## src/rtl/seven_seg_time_display.sv

```systemverilog
// ---------------------------------------------------------------------------
// seven_seg_time_display
//
// Drives a 4-digit common-anode 7-segment display as HH.MM from binary
// hour/minute. Inputs are snapshotted once per scan frame (on the refresh
// tick that leaves the hour-tens slot). A small subtract-10 FSM then converts
// them to BCD, so the display never tears mid-frame.
//
// Parameters:
//   REFRESH_DIV  clk cycles per digit slot (>= 16)
//   BLINK_DIV    clk cycles per blink half-period (>= 2)
//
// Ports:
//   clk     in   system clock
//   rst     in   asynchronous, active-high reset
//   hour    in   [4:0] binary hour, 0..23 valid (others shown as dashes)
//   minute  in   [6:0] binary minute, 0..59 valid (others shown as dashes)
//   blink   in   [3:0] per-digit blink enable, bit i controls an[i]
//   an      out  [3:0] digit enables, active-low (an[3] = hour tens)
//   seg     out  [6:0] segments {g,f,e,d,c,b,a}, active-low
//   dp      out  decimal point, active-low, lit on the hour-ones digit
//
// Optional build macro:
//   LEADING_ZERO_BLANK_EN  blank the hour-tens digit when it is a valid zero
// ---------------------------------------------------------------------------
module seven_seg_time_display #(
    parameter int unsigned REFRESH_DIV = 50000,
    parameter int unsigned BLINK_DIV   = 12500000
) (
    input  logic       clk,
    input  logic       rst,
    input  logic [4:0] hour,
    input  logic [6:0] minute,
    input  logic [3:0] blink,
    output logic [3:0] an,
    output logic [6:0] seg,
    output logic       dp
);

    localparam int unsigned REF_W = $clog2(REFRESH_DIV);
    localparam int unsigned BLK_W = $clog2(BLINK_DIV);
    localparam logic [REF_W-1:0] REF_LAST = REF_W'(REFRESH_DIV - 1);
    localparam logic [BLK_W-1:0] BLK_LAST = BLK_W'(BLINK_DIV - 1);
    localparam logic [6:0] SEG_DASH  = 7'b0111111;
    localparam logic [6:0] SEG_BLANK = 7'b1111111;

    typedef enum logic [1:0] {
        IDLE,
        CONV_H,
        CONV_M,
        LOAD
    } state_t;

    state_t           state_q, state_d;

    logic [REF_W-1:0] ref_cnt_q, ref_cnt_d;
    logic             ref_tick;
    logic [1:0]       idx_q, idx_d;
    logic [BLK_W-1:0] blk_cnt_q, blk_cnt_d;
    logic             blink_phase_q, blink_phase_d;

    logic [4:0]       h_rem_q, h_rem_d;
    logic [6:0]       m_rem_q, m_rem_d;
    logic [4:0]       snap_h_q, snap_h_d;
    logic [6:0]       snap_m_q, snap_m_d;
    logic [1:0]       h_tens_q, h_tens_d;
    logic [3:0]       m_tens_q, m_tens_d;

    logic [3:0]       dh1_q, dh1_d;
    logic [3:0]       dh0_q, dh0_d;
    logic [3:0]       dm1_q, dm1_d;
    logic [3:0]       dm0_q, dm0_d;
    logic             h_bad_q, h_bad_d;
    logic             m_bad_q, m_bad_d;

    logic [3:0]       an_q, an_d;
    logic [6:0]       seg_q, seg_d;
    logic             dp_q, dp_d;

    logic [3:0]       digit;
    logic             digit_bad;

    function automatic logic [6:0] seg_decode(input logic [3:0] v);
        logic [6:0] s;
        case (v)
            4'd0:    s = 7'b1000000;
            4'd1:    s = 7'b1111001;
            4'd2:    s = 7'b0100100;
            4'd3:    s = 7'b0110000;
            4'd4:    s = 7'b0011001;
            4'd5:    s = 7'b0010010;
            4'd6:    s = 7'b0000010;
            4'd7:    s = 7'b1111000;
            4'd8:    s = 7'b0000000;
            4'd9:    s = 7'b0010000;
            default: s = SEG_BLANK;
        endcase
        return s;
    endfunction

    // Refresh and blink timebases
    always_comb begin
        ref_tick      = (ref_cnt_q == REF_LAST);
        ref_cnt_d     = ref_tick ? '0 : ref_cnt_q + REF_W'(1);
        idx_d         = ref_tick ? idx_q + 2'd1 : idx_q;
        blk_cnt_d     = (blk_cnt_q == BLK_LAST) ? '0 : blk_cnt_q + BLK_W'(1);
        blink_phase_d = (blk_cnt_q == BLK_LAST) ? ~blink_phase_q : blink_phase_q;
    end

    // Snapshot + binary-to-BCD FSM
    always_comb begin
        state_d  = state_q;
        h_rem_d  = h_rem_q;
        m_rem_d  = m_rem_q;
        snap_h_d = snap_h_q;
        snap_m_d = snap_m_q;
        h_tens_d = h_tens_q;
        m_tens_d = m_tens_q;
        dh1_d    = dh1_q;
        dh0_d    = dh0_q;
        dm1_d    = dm1_q;
        dm0_d    = dm0_q;
        h_bad_d  = h_bad_q;
        m_bad_d  = m_bad_q;

        case (state_q)
            IDLE: begin
                if (ref_tick && (idx_q == 2'd3)) begin
                    h_rem_d  = hour;
                    m_rem_d  = minute;
                    snap_h_d = hour;
                    snap_m_d = minute;
                    h_tens_d = '0;
                    m_tens_d = '0;
                    state_d  = CONV_H;
                end
            end
            // Leave as soon as the remainder after this step is below 10, so
            // the worst case (31/127) is 3+12+1 cycles instead of 3+1+12+1+1.
            CONV_H: begin
                if (h_rem_q >= 5'd10) begin
                    h_rem_d  = h_rem_q - 5'd10;
                    h_tens_d = h_tens_q + 2'd1;
                end
                if (h_rem_q < 5'd20) begin
                    state_d = CONV_M;
                end
            end
            CONV_M: begin
                if (m_rem_q >= 7'd10) begin
                    m_rem_d  = m_rem_q - 7'd10;
                    m_tens_d = m_tens_q + 4'd1;
                end
                if (m_rem_q < 7'd20) begin
                    state_d = LOAD;
                end
            end
            LOAD: begin
                dh1_d   = {2'b00, h_tens_q};
                dh0_d   = h_rem_q[3:0];
                dm1_d   = m_tens_q;
                dm0_d   = m_rem_q[3:0];
                h_bad_d = (snap_h_q > 5'd23);
                m_bad_d = (snap_m_q > 7'd59);
                state_d = IDLE;
            end
            default: state_d = IDLE;
        endcase
    end

    // Digit mux, decode, blanking
    always_comb begin
        case (idx_q)
            2'd0:    digit = dm0_q;
            2'd1:    digit = dm1_q;
            2'd2:    digit = dh0_q;
            default: digit = dh1_q;
        endcase
        digit_bad = idx_q[1] ? h_bad_q : m_bad_q;

        seg_d = digit_bad ? SEG_DASH : seg_decode(digit);
        an_d  = ~(4'b0001 << idx_q);
        dp_d  = (idx_q != 2'd2);

        if (blink[idx_q] && blink_phase_q) begin
            an_d = '1;
            dp_d = 1'b1;
        end
`ifdef LEADING_ZERO_BLANK_EN
        if ((idx_q == 2'd3) && (dh1_q == 4'd0) && !h_bad_q) begin
            an_d = '1;
        end
`endif
    end

    always_ff @(posedge clk or posedge rst) begin
        if (rst) begin
            state_q       <= IDLE;
            ref_cnt_q     <= '0;
            idx_q         <= '0;
            blk_cnt_q     <= '0;
            blink_phase_q <= 1'b0;
            h_rem_q       <= '0;
            m_rem_q       <= '0;
            snap_h_q      <= '0;
            snap_m_q      <= '0;
            h_tens_q      <= '0;
            m_tens_q      <= '0;
            dh1_q         <= '0;
            dh0_q         <= '0;
            dm1_q         <= '0;
            dm0_q         <= '0;
            h_bad_q       <= 1'b0;
            m_bad_q       <= 1'b0;
            an_q          <= '1;
            seg_q         <= '1;
            dp_q          <= 1'b1;
        end else begin
            state_q       <= state_d;
            ref_cnt_q     <= ref_cnt_d;
            idx_q         <= idx_d;
            blk_cnt_q     <= blk_cnt_d;
            blink_phase_q <= blink_phase_d;
            h_rem_q       <= h_rem_d;
            m_rem_q       <= m_rem_d;
            snap_h_q      <= snap_h_d;
            snap_m_q      <= snap_m_d;
            h_tens_q      <= h_tens_d;
            m_tens_q      <= m_tens_d;
            dh1_q         <= dh1_d;
            dh0_q         <= dh0_d;
            dm1_q         <= dm1_d;
            dm0_q         <= dm0_d;
            h_bad_q       <= h_bad_d;
            m_bad_q       <= m_bad_d;
            an_q          <= an_d;
            seg_q         <= seg_d;
            dp_q          <= dp_d;
        end
    end

    assign an  = an_q;
    assign seg = seg_q;
    assign dp  = dp_q;

endmodule

```

## config.mk

```make
export PLATFORM = sky130hd
export DESIGN_NAME = seven_seg_time_display
export DESIGN_NICKNAME = d
export VERILOG_FILES = /design/src/rtl/seven_seg_time_display.sv
export SDC_FILE = /design/constraint.sdc
export NUM_CORES = 1
export LEC_CHECK = 0
export ABC_CLOCK_PERIOD_IN_PS = 6000
export BUFFER_PORTS_ARGS = -buffer_cell sky130_fd_sc_hd__buf_2
export CAP_MARGIN = 40
export CELL_PAD_IN_SITES_DETAIL_PLACEMENT = 0
export CELL_PAD_IN_SITES_GLOBAL_PLACEMENT = 1
export CORE_UTILIZATION = 52
export DETAILED_ROUTE_END_ITERATION = 10
export GPL_ROUTABILITY_DRIVEN = 0
export HOLD_SLACK_MARGIN = 0.03
export PLACE_DENSITY = 0.94
export SLEW_MARGIN = 10
export SYNTH_ARGS = -nofsm -noshare
export SYNTH_HDL_FRONTEND = slang
export SYNTH_SLANG_ARGS = --single-unit
```

## constraint.sdc

```tcl
create_clock -name clk -period 6 [get_ports clk]
set_input_delay 0.3 -clock clk [delete_from_list [all_inputs] [get_ports clk]]
set_output_delay 0.3 -clock clk [all_outputs]
set_load 0.01 [all_outputs]
```

== Word level (Yosys, flattened, before mapping) ==
Memories as Yosys holds them, arrays and structs flattened.
Index checks and enable logic that the tools add are counted.

* Memory bits (read-only): 112
* Register bits: 103
* Output and inout port bits: 12
* Word-level logic and storage cells: 87
* Bits of input ports: 18
* Memories: 1

{| class="wikitable"
|+ Memory list
! name !! words !! width !! rd ports !! clocked after Yosys merged registers in !! wr ports !! RTL line !! text
|-
| (no name shown) || 16 || 7 || 1 || 0 || 0 || 85 || <nowiki>case (v)</nowiki>
|}

* Equality and inequality tests: 14
* Add/subtract/negate cells: 7
* Mux-type cells: 25
* Shift operators: 1
* Order comparisons: 7
* Reduce and logical (&&, ||, !) cells: 10
* Bitwise operators: 2

{| class="wikitable"
|+ Operator list
! operator !! number
|-
| adder 24 x 1 -> 24 bit (second input constant) || 1
|-
| equality test 24 bit (second input constant) || 1
|-
| two-way mux 24 bit || 1
|-
| two-way mux 7 bit || 3
|-
| adder 16 x 1 -> 16 bit (second input constant) || 1
|-
| equality test 16 bit (second input constant) || 1
|-
| two-way mux 16 bit || 1
|-
| case mux 7 bit (2 select lines) || 1
|-
| two-way mux 4 bit || 3
|-
| != test 2 bit (second input constant) || 6
|-
| case mux 4 bit (3 select lines) || 1
|-
| two-way mux 2 bit || 5
|-
| two-way mux 5 bit || 2
|-
| case mux 5 bit (2 select lines) || 1
|-
| AND reduction 3 bit || 3
|-
| equality test 2 bit (second input constant) || 4
|-
| case mux 2 bit (4 select lines) || 1
|-
| case mux 4 bit (2 select lines) || 1
|-
| >= comparator 7 x 4 -> 1 bit (second input constant) || 1
|-
| > comparator 7 x 6 -> 1 bit (second input constant) || 1
|-
| < comparator 7 x 5 -> 1 bit (second input constant) || 1
|-
| subtractor 7 x 4 -> 7 bit (second input constant) || 1
|-
| >= comparator 5 x 4 -> 1 bit (second input constant) || 1
|-
| > comparator 5 bit (second input constant) || 1
|-
| 16 further kinds || 23
|}

== Longest topological paths before layout ==
Gate-level depths: netlist (run 1).

* Depth after elaboration: 4
* Mapped depth: 9
* Depth with buffers taken out: 9

== Worst setup path after synthesis (run 1) ==
OpenSTA, ideal clock, no wires.

* Path type: register -> register
* Start point: register ref_cnt_q[0]
* End point: register h_tens_q[0]
* Slack: 4.020 ns
* Cell stages (with the launch flop): 9
* Library setup time: 0.125 ns
* Arrival: 1.855 ns
* Period minus slack after synthesis: 1.980 ns
* Data required time: 5.875 ns
* Buffers on the path: 2
* Cell sequence: dfrtp_1 > ha_1 > and3_1 > and4_1 > buf_6 > and2_4 > buf_6 > o21ai_4 > mux2_4

* Cells in the longest elaborated chain, start to end: 4

{| class="wikitable"
|+ RTL lines
! what !! RTL line !! text
|-
| start, declared || 56 || <nowiki>logic [REF_W-1:0] ref_cnt_q, ref_cnt_d;</nowiki>
|-
| start signal, assigned || 220 || <nowiki>ref_cnt_q <= ref_cnt_d;</nowiki>
|-
| equality test 16 bit || 103 || <nowiki>ref_tick = (ref_cnt_q == REF_LAST);</nowiki>
|-
| logical AND 1 bit || 128 || <nowiki>if (ref_tick && (idx_q == 2'd3)) begin</nowiki>
|-
| != test 2 bit (no source line) || -- ||
|-
| AND reduction 3 bit (no source line) || -- ||
|-
| end signal, assigned || 228 || <nowiki>h_tens_q <= h_tens_d;</nowiki>
|-
| end, declared || 66 || <nowiki>logic [1:0] h_tens_q, h_tens_d;</nowiki>
|}

Every way passes these cells.
A chain may end at the register's enable or synchronous reset.

== Final worst setup path (run 1) ==
* Start point: register state_q[0]
* End point: register m_tens_q[0]

* Cells in the longest elaborated chain, start to end: 3
* Elaborated cells between the ends (all ways): 7
* Classes of those cells: eq/ne: 3; mux: 1; reduce/logical: 3

{| class="wikitable"
|+ RTL lines
! what !! RTL line !! text
|-
| start, declared || 54 || <nowiki>state_t state_q, state_d;</nowiki>
|-
| start signal, assigned || 219 || <nowiki>state_q <= state_d;</nowiki>
|-
| equality test 2 bit or zero test 2 bit (tied branches) || 126 || <nowiki>case (state_q)</nowiki>
|-
| != test 2 bit (no source line) or nonzero test 2 bit (tied branches) || -- ||
|-
| AND reduction 3 bit (no source line) || -- ||
|-
| end signal, assigned || 229 || <nowiki>m_tens_q <= m_tens_d;</nowiki>
|-
| end, declared || 67 || <nowiki>logic [3:0] m_tens_q, m_tens_d;</nowiki>
|}

Several ways; a longest one is shown, not always the timed one.

==> impl_metrics.json, run 1 <==
{
  "start_util_pct": 54.8,
  "fp.dieW_um": 98.8,
  "cts-resized-gates": 0,
  "finalWorstSetupSlack_ns": 3.66,
  "maxCapViolCount": 0,
  "maxSlewViolCount": 0,
  "syn_inst": 474,
  "io_buffers": 29,
  "clk_pin_slew_ns": 0.09,
  "finalSetupViolCount": 0,
  "fillerInstances": 736,
  "cts_setup_buffers": 0,
  "io_pins": 30,
  "worstHoldPathType": "in2async",
  "wl_per_cell_um": 15.1,
  "dp_hpwl_um": 6700,
  "yosysUniqueCellTypes": 61,
  "synth_area_leaders": "dfrtp_1 44%, dfstp_2 5.9%, nand2_1 4.5%, ha_1 4.4%, mux2_2 3.5%",
  "yosys_register_bits": 97,
  "grt_usage_pct": 20.6,
  "syn_avg_cell_area_um2": 10.3,
  "layout-drive-gt1-share_pct": 17.7,
  "fp-row-count": 34,
  "utilization_pct": 59.2,
  "seq_area_frac_synth_pct": 50.1,
  "drtIter0Drc": 136,
  "drc": 0,
  "dpl-instance-area_mm2": 0.00508,
  "p_leak_uw": 0.00241,
  "cp_cell_sequence": "inv_1 > ha_1 > nand2_1 > or3_1 > and3_1 > mux2_2",
  "crit_family": "simple AND/OR/NAND/NOR gates",
  "min_period_ns": 2.34,
  "htree_levels": 3,
  "fin_cells": 611,
  "cts-root-buf": "clkbuf_8",
  "synth-async-reset-ratio_pct": 100,
  "clkLatencyLatePin_ns": 0.35,
  "core_mm2": 0.00889,
  "syn2layout_area_growth_pct": 7.90,
  "vias": 3502,
  "arrival_ns": 2.58,
  "synth_edf_count": 0,
  "ant_nets": 0,
  "multi_input_area_mm2": 0.00226,
  "vias_per_cell": 5.73,
  "rsz0062_at_grt": "false",
  "r2r_cells": 6,
  "tightestPinTransition_ns": 0.768,
  "synth_top_cell_area_share_pct": 44.1,
  "fin_area_mm2": 0.00526,
  "grt_first_pass_wirelength_um": 16100,
  "tns_ns": 0,
  "vdd_drop_max_uv": 116,
  "crit_buf_inv": 1,
  "clockBufferDepth": 2,
  "grt_pass1_vias": 3447,
  "wirelength_um": 9240,
  "critPathLaunchType": "flip-flop",
  "cpPeakStageDelay_ns": 0.66,
  "crit_slowest_cell": "ha_1",
  "grt_max_degree": 55,
  "antenna_found_initial": 0,
  "dp_slack_ns": 3.67,
  "cts_sinks": 97,
  "seqCellArea_mm2": 0.00244,
  "overflow": 0,
  "diodes": 0,
  "ctsHoldBuffers": 0,
  "final_hold_viol_count": 0,
  "synth_area_leader_cell": "dfrtp_1",
  "required_ns": 6.24,
  "endpoint_kind": "flip-flop",
  "reg2reg_slack_ns": 3.66,
  "powerDensity_mw_per_mm2": 204,
  "fmax_mhz": 427,
  "cts_tree": "done",
  "crit_type": "reg2reg",
  "die_area_mm2": 0.00977,
  "finalCritPeriodShare_pct": 39.1,
  "slew_headroom_pct": 48.8,
  "synth_area_mm2": 0.00488,
  "synth_warnings": 0,
  "die_h_um": 98.8,
  "drtPass1Iterations": 5,
  "dp_cells": 596,
  "crit-reg2reg-capture": "m_tens_q[0]",
  "reg2reg_from": "state_q[0]",
  "crit_fanout": 26,
  "nNetsFinal": 534,
  "outcome": "finished, final reports clean",
  "fin_skew_ns": 0.00971,
  "synth_ff_type": "dfrtp_1",
  "numCtsBuffers": 9,
  "synth_fp_nets": 509
}
==> through the flow <==
step	power [uW]	hold WS, ns
global placement	692	0.435
detailed placement	692	0.441
finish	1070	0.0413
global route	1120	0.0943
floorplan	681	0.412
CTS	1080	0.0567
==> area by class of cell <==
class | instances | area share, %
clock buffer | 13 | 3.21
clock inverter | 2 | 0.238
inverter | 21 | 1.52
multi-input combinational | 339 | 43.0
sequential | 97 | 46.4
tap | 108 | 2.57
timing repair buffer | 31 | 3.04
==> how the worst max path moves through the flow <==
stage | start | end | depth (start not counted)
floorplan | rst | blink_phase_q | 1
global placement | state_q[0] | m_tens_q[0] | 6
detailed placement | state_q[0] | m_tens_q[0] | 6
CTS | state_q[0] | m_tens_q[0] | 6
global route | state_q[0] | m_rem_q[3] | 6
finish | state_q[0] | m_tens_q[0] | 6
==> Yosys cell counts (15+ instances only) <==
cell	number
o21ai_0	22
xor2_1	15
dfrtp_1	86
nor2_1	41
xnor2_1	15
inv_1	21
ha_1	17
mux2_2	15
nand3_1	18
a21oi_1	17
nand2_1	58
==> cells in the final DEF, fill, tap and decap left out, types with 9 or more instances in the layout <==
| cell type | instances |
|---|---|
| inv_1 | 20 |
| nor2_1 | 41 |
| nand2b_1 | 11 |
| clkbuf_8 | 12 |
| nand4_1 | 9 |
| nand2_1 | 58 |
| dfrtp_1 | 86 |
| xnor2_1 | 15 |
| nor3_1 | 10 |
| mux2_2 | 15 |
| dfstp_2 | 11 |
| nand3_1 | 18 |
| a21oi_1 | 17 |
| xor2_1 | 15 |
| ha_1 | 17 |
| buf_2 | 29 |
| o21ai_0 | 22 |
==> state kept, by name, summed over array words and instances (netlist names), 4 cells and up <==
register,count
seg,7
m_tens_q,4
an,4
dm1_q,4
blk_cnt_q,24
h_rem_q,5
ref_cnt_q,16
snap_m_q,5
m_rem_q,7
dh0_q,4
dm0_q,4
==> where the power goes <==
group	switching (uW)	leakage, uW	internal [uW]
sequential	1.02	0.00122	654
clock	211	0.0000915	182
combinational	16.3	0.00109	6.92
total	228	0.00241	843
==> layer usage <==
metal  up-vias  share of wire, %  wire length, um  track usage [%]
met5         -                 0                0                0
met4         0              0.97               90             6.31
met3         9               3.3              306             2.98
met2        73                46             4280             33.0
met1      1712                49             4560             29.3
li1       1708                 -                -                -
==> kinds of logic (layout without fill, tap and decap cells) <==
kind of cell               Yosys count  count (layout)  synth area share [%]
and+or+nand+nor                    188             188                  19.8
DFF                                 97              97                  50.1
AOI/OAI and AO/OA                   80              80                  11.2
buffers and inverters               38              67                  3.52
xor gates and xnor gates            30              30                  5.39
muxes                               24              24                  5.67
adders and majority gates           17              17                  4.36
No activity file was read; power rests on OpenSTA's default activity.
==> inputs of run 2 (changes only) <==
- ABC_CLOCK_PERIOD_IN_PS: 6000 -> 2200
- CORE_UTILIZATION: 52 -> 48
- PLACE_DENSITY: 0.94 -> 0.88
- clock period: 6 -> 2.2 ns (I/O delays scaled with it)
==> impl_metrics.json, run 2 (same netlist as run 1, synthesis figures left out) <==
{
  "outcome": "finished, final reports clean",
  "start_util_pct": 49.7,
  "wirelength_um": 9790,
  "finalSetupViolCount": 0,
  "max_flop_register": "blk_cnt_q",
  "maxCapViolCount": 0,
  "critPathLaunchType": "flip-flop",
  "p_comb_share_pct": 2.7,
  "fmax_mhz": 489,
  "cpPeakStageDelay_ns": 0.42,
  "crit_top_cell": "ha_1",
  "whs_path_depth": 3,
  "io_buffers": 29,
  "layout_commonest_cell": "dfrtp_1",
  "cp_cell_sequence": "inv_1 > ha_1 > a222oi_1 > mux2i_2 > ha_1 > nor2b_1 > o21ai_0",
  "diodes": 0,
  "vdd_drop_max_uv": 306,
  "clkLatencyLatePin_ns": 0.36,
  "cts_tree": "done",
  "p_leak_uw": 0.00255,
  "core_mm2": 0.00982,
  "layout_common_cells": "85 x dfrtp_1, 58 x nand2_1, 41 x nor2_1, 29 x buf_2, 22 x o21ai_0",
  "syn2layout_area_growth_pct": 14.3,
  "vias_per_cell": 5.39,
  "seq_power_share_pct": 56.7,
  "drc": 0,
  "tightestPinTransition_ns": 0.768,
  "antenna_found_initial": 0,
  "fillerInstances": 881,
  "grt_max_degree": 39,
  "vias": 3566,
  "holdPathEnd": "m_rem_q[1]",
  "drtPass1Iterations": 5,
  "sw_frac_of_total_pct": 21.2,
  "crit_type": "reg2reg",
  "dp_hpwl_um": 7080,
  "grt_first_pass_wirelength_um": 16400,
  "internal-power_uw": 2480,
  "overflow": 0,
  "reg2reg_slack_ns": 0.15,
  "largestRegisters": "blk_cnt_q (24), ref_cnt_q (16)",
  "fp-row-count": 36,
  "finalCritPeriodShare_pct": 93.0,
  "clk_pin_slew_ns": 0.10,
  "fin_skew_ns": 0.0122,
  "reg2reg_from": "idx_q[1]",
  "fp.dieW_um": 103,
  "die_h_um": 103,
  "die_area_mm2": 0.0106,
  "maxSlewViolCount": 0,
  "grt_pass1_vias": 3503,
  "slew_headroom_pct": 48.7,
  "p_sw_uw": 669,
  "io_pins": 30,
  "ant_nets": 0,
  "final_hold_viol_count": 0,
  "whs_ns": 0.0449,
  "clockBufferDepth": 2,
  "largest_reg_flops": 24,
  "numCtsBuffers": 9,
  "r2r_cells": 7,
  "cts_sinks": 97,
  "endpoint_kind": "flip-flop",
  "arrival_ns": 2.33,
  "crit_buf_inv": 1,
  "required_ns": 2.48,
  "worstHoldPathType": "in2reg",
  "cts-root-buf": "clkbuf_8",
  "wl_per_cell_um": 14.8,
  "drtIter0Drc": 186,
  "min-delay-start": "minute[1]",
  "htree_levels": 3,
  "grt_usage_pct": 20.4,
  "p_clk_share_pct": 40.6,
  "crit_fanout": 6,
  "fin_cells": 662,
  "powerDensity_mw_per_mm2": 565,
  "nNetsFinal": 560,
  "layout-drive-gt1-share_pct": 20.6,
  "crit_family": "adder cells",
  "crit-reg2reg-capture": "seg[3]",
  "crit_slowest_cell": "dfrtp_2",
  "min_period_ns": 2.05,
  "dp_cells": 634
}
-- run 2: cell count changes in the layout (fill, tap and decap cells not counted), moves of 2 or more --
cell           change
clkinvlp_4         +2
dlygate4sd3_1     +10
clkbuf_8           -2
buf_4             +15
bufinv_16          +2
-- run 2: tightest hold or removal path: stages --
cell,delay (ns)
buf_2,0.11
nor2_1,0.09
o31ai_1,0.07
-- run 2: cell type report --
cell class | count | area [um2] | share of cell area [%]
flip-flops and latches | 97 | 2440 | 43.8
multi-input cells | 339 | 2270 | 40.8
repair buffers | 57 | 393 | 7.05
well taps | 133 | 166 | 2.98
clock buffers | 10 | 138 | 2.47
inverters | 21 | 82.6 | 1.48
clock inverters | 5 | 80.1 | 1.44
-- run 2: repair_timing --
| item | 4_1_cts | 5_1_grt |
|---|---|---|
| resized for setup | 0 | 4 |
| setup endpoints to repair | 0 | 4 |
| hold buffers | 10 | 0 |
| setup buffers | 0 | 3 |
| endpoints found under the hold margin | 40 | 0 |
-- run 2: layer usage --
metal  GRT usage (%)  part of all wire, %  vias to the layer above
met5               0                    0                        -
met4            6.39                  1.1                        0
met3            5.02                  3.8                       12
met2            34.6                   50                       72
met1            25.7                   45                     1724
li1                -                    -                     1758
-- run 2: per-stage QoR --
stage	setup WS, ns	utilization, %	instance area (um2)	setup TNS, ns	total power, uW
after CTS	0.0254	56.4	5540	0	3180
after detailed placement	0.0396	53.2	5220	0	1900
after floorplan	0.220	-	4880	0	1860
final	0.154	56.8	5580	0	3150
after global placement	0.158	53.2	5220	0	1900
after global routing	-0.00937	56.8	5580	-0.0148	3260
-- run 2: power groups by stage --
stage                     combinational, uW  clock (uW)  sequential [uW]
after floorplan                        36.7           0             1820
after global placement                 74.4           0             1820
after detailed placement               75.3           0             1820
after CTS                              88.9        1310             1790
after global routing                   97.6        1380             1790
final                                  85.5        1280             1790
-- run 2: worst max-delay path by stage --
stage / cells past startpoint / startpoint / end
floorplan: 8 / ref_cnt_q[0] / h_tens_q[0]
global placement: 9 / idx_q[1] / seg[1]
detailed placement: 8 / idx_q[1] / seg[3]
CTS: 8 / idx_q[1] / seg[3]
global route: 9 / idx_q[1] / seg[6]
finish: 7 / idx_q[1] / seg[3]
==> inputs of run 3 (changes only) <==
- CELL_PAD_IN_SITES_DETAIL_PLACEMENT: 0 -> 1
==> impl_metrics.json, run 3 (same netlist as run 1, synthesis figures left out) <==
{
  "critPathLaunchType": "flip-flop",
  "drc": 0,
  "whs_path_depth": 3,
  "die_h_um": 103,
  "tightestPinTransition_ns": 0.809,
  "min-delay-start": "hour[2]",
  "vias": 3855,
  "holdPathEnd": "h_rem_q[2]",
  "core_mm2": 0.00982,
  "vias_per_cell": 5.77,
  "finalSetupViolCount": 0,
  "reg2reg_slack_ns": 0.06,
  "arrival_ns": 2.42,
  "final_hold_viol_count": 0,
  "min_period_ns": 2.14,
  "fmax_mhz": 467,
  "ant_nets": 0,
  "cts_sinks": 97,
  "nNetsFinal": 565,
  "maxSlewViolCount": 0,
  "drtPass1Iterations": 5,
  "finalCritPeriodShare_pct": 97.3,
  "grt_pass1_vias": 3986,
  "clkLatencyLatePin_ns": 0.38,
  "maxCapViolCount": 0,
  "diodes": 0,
  "reg2reg_from": "m_rem_q[1]",
  "start_util_pct": 49.7,
  "slew_headroom_pct": 46.0,
  "crit_fanout": 6,
  "fp.dieW_um": 103,
  "antenna_found_initial": 0,
  "io_pins": 30,
  "grt_first_pass_wirelength_um": 19800,
  "dpl-instance-area_mm2": 0.00522,
  "drtIter0Drc": 182,
  "overflow": 0,
  "numCtsBuffers": 9,
  "grt_max_degree": 39,
  "largest_reg_flops": 24,
  "cts-root-buf": "clkbuf_8",
  "largestRegisters": "blk_cnt_q (24), ref_cnt_q (16)",
  "worstHoldPathType": "in2reg",
  "fin_skew_ns": 0.0162,
  "cts_tree": "done",
  "p_leak_uw": 0.00260,
  "clk_pin_slew_ns": 0.10,
  "htree_levels": 3,
  "wl_per_cell_um": 19.7,
  "powerDensity_mw_per_mm2": 582,
  "crit-reg2reg-capture": "m_tens_q[0]",
  "endpoint_kind": "flip-flop",
  "wirelength_um": 13200,
  "r2r_cells": 6,
  "layout_common_cells": "84 x dfrtp_1, 58 x nand2_1, 41 x nor2_1, 29 x buf_2",
  "clockBufferDepth": 2,
  "dp_hpwl_um": 8680,
  "required_ns": 2.48,
  "crit_type": "reg2reg",
  "syn2layout_area_growth_pct": 16.7,
  "outcome": "finished, final reports clean",
  "die_area_mm2": 0.0106,
  "layout-drive-gt1-share_pct": 23.0,
  "whs_ns": 0.0433,
  "fp-row-count": 36,
  "fin_area_mm2": 0.00569,
  "utilization_pct": 58.0,
  "layout_commonest_cell": "dfrtp_1",
  "tns_ns": 0,
  "p_total_uw": 3310,
  "vdd_drop_max_uv": 364,
  "max_flop_register": "blk_cnt_q",
  "grt_usage_pct": 25.0,
  "io_buffers": 29
}
run 3: changes by cell type in the layout (fill, tap and decap cells not counted), moves of 2 or more:
cell and change:
nor3_2 +2, ha_1 -2, clkinvlp_4 -2, buf_4 +4, nor3_1 -2, ha_4 +2, inv_1 -2
run 3: worst max path at each step:
| stage | slack (ns) | startpoint | cells after the start | end |
|---|---|---|---|---|
| after floorplan | 0.22 | ref_cnt_q[0] | 8 | h_tens_q[0] |
| after global placement | 0.16 | idx_q[1] | 9 | seg[1] |
| after detailed placement | -0.05 | idx_q[1] | 9 | seg[1] |
| after CTS | 0.05 | idx_q[0] | 9 | seg[1] |
| after global routing | -0.07 | idx_q[1] | 7 | seg[0] |
| final | 0.06 | m_rem_q[1] | 6 | m_tens_q[0] |
run 3: stage by stage:
| stage | std cells | setup WS (ns) |
|---|---|---|
| after global placement | 634 | 0.158 |
| final | 668 | 0.0592 |
| after detailed placement | 634 | -0.0461 |
| after CTS | 661 | 0.0473 |
| after global routing | 668 | -0.0676 |
| after floorplan | 474 | 0.220 |
run 3: layout make-up:
cell class                 instances  area (um2)
clock buffer                      11         141
clock inverter                     5         104
fill                            1134        4130
inverter                          21        85.1
multi-input combinational        339        2320
sequential                        97        2440
tap                              133         166
timing repair buffer              62         433
run 3: what timing repair did:
action                     CTS  global route
buffers inserted             0             7
setup endpoints to repair    3             9
hold buffers                11             0
resized for setup            2            16
pin swaps                    0             3
hold endpoints to repair    41             0
run 3: where the power goes:
part	internal [uW]	leakage, uW	switching (uW)
logic	37.2	0.00126	54.5
clock network	787	0.000124	647
registers	1780	0.00122	2.90
run 3: routing by layer:
metal	GRT usage [%]	wire length, um	up-vias
met2	45.0	6940	108
met5	0	0	-
met1	29.2	5380	1943
li1	-	-	1770
met4	8.88	332	0
met3	5.83	511	34
run 3: critical path: stages (launching register included):
cell,delay [ns]
dfrtp_1,0.47
inv_1,0.09
ha_1,0.21
a21boi_0,0.18
or3_1,0.51
and3_1,0.29
mux2_2,0.28
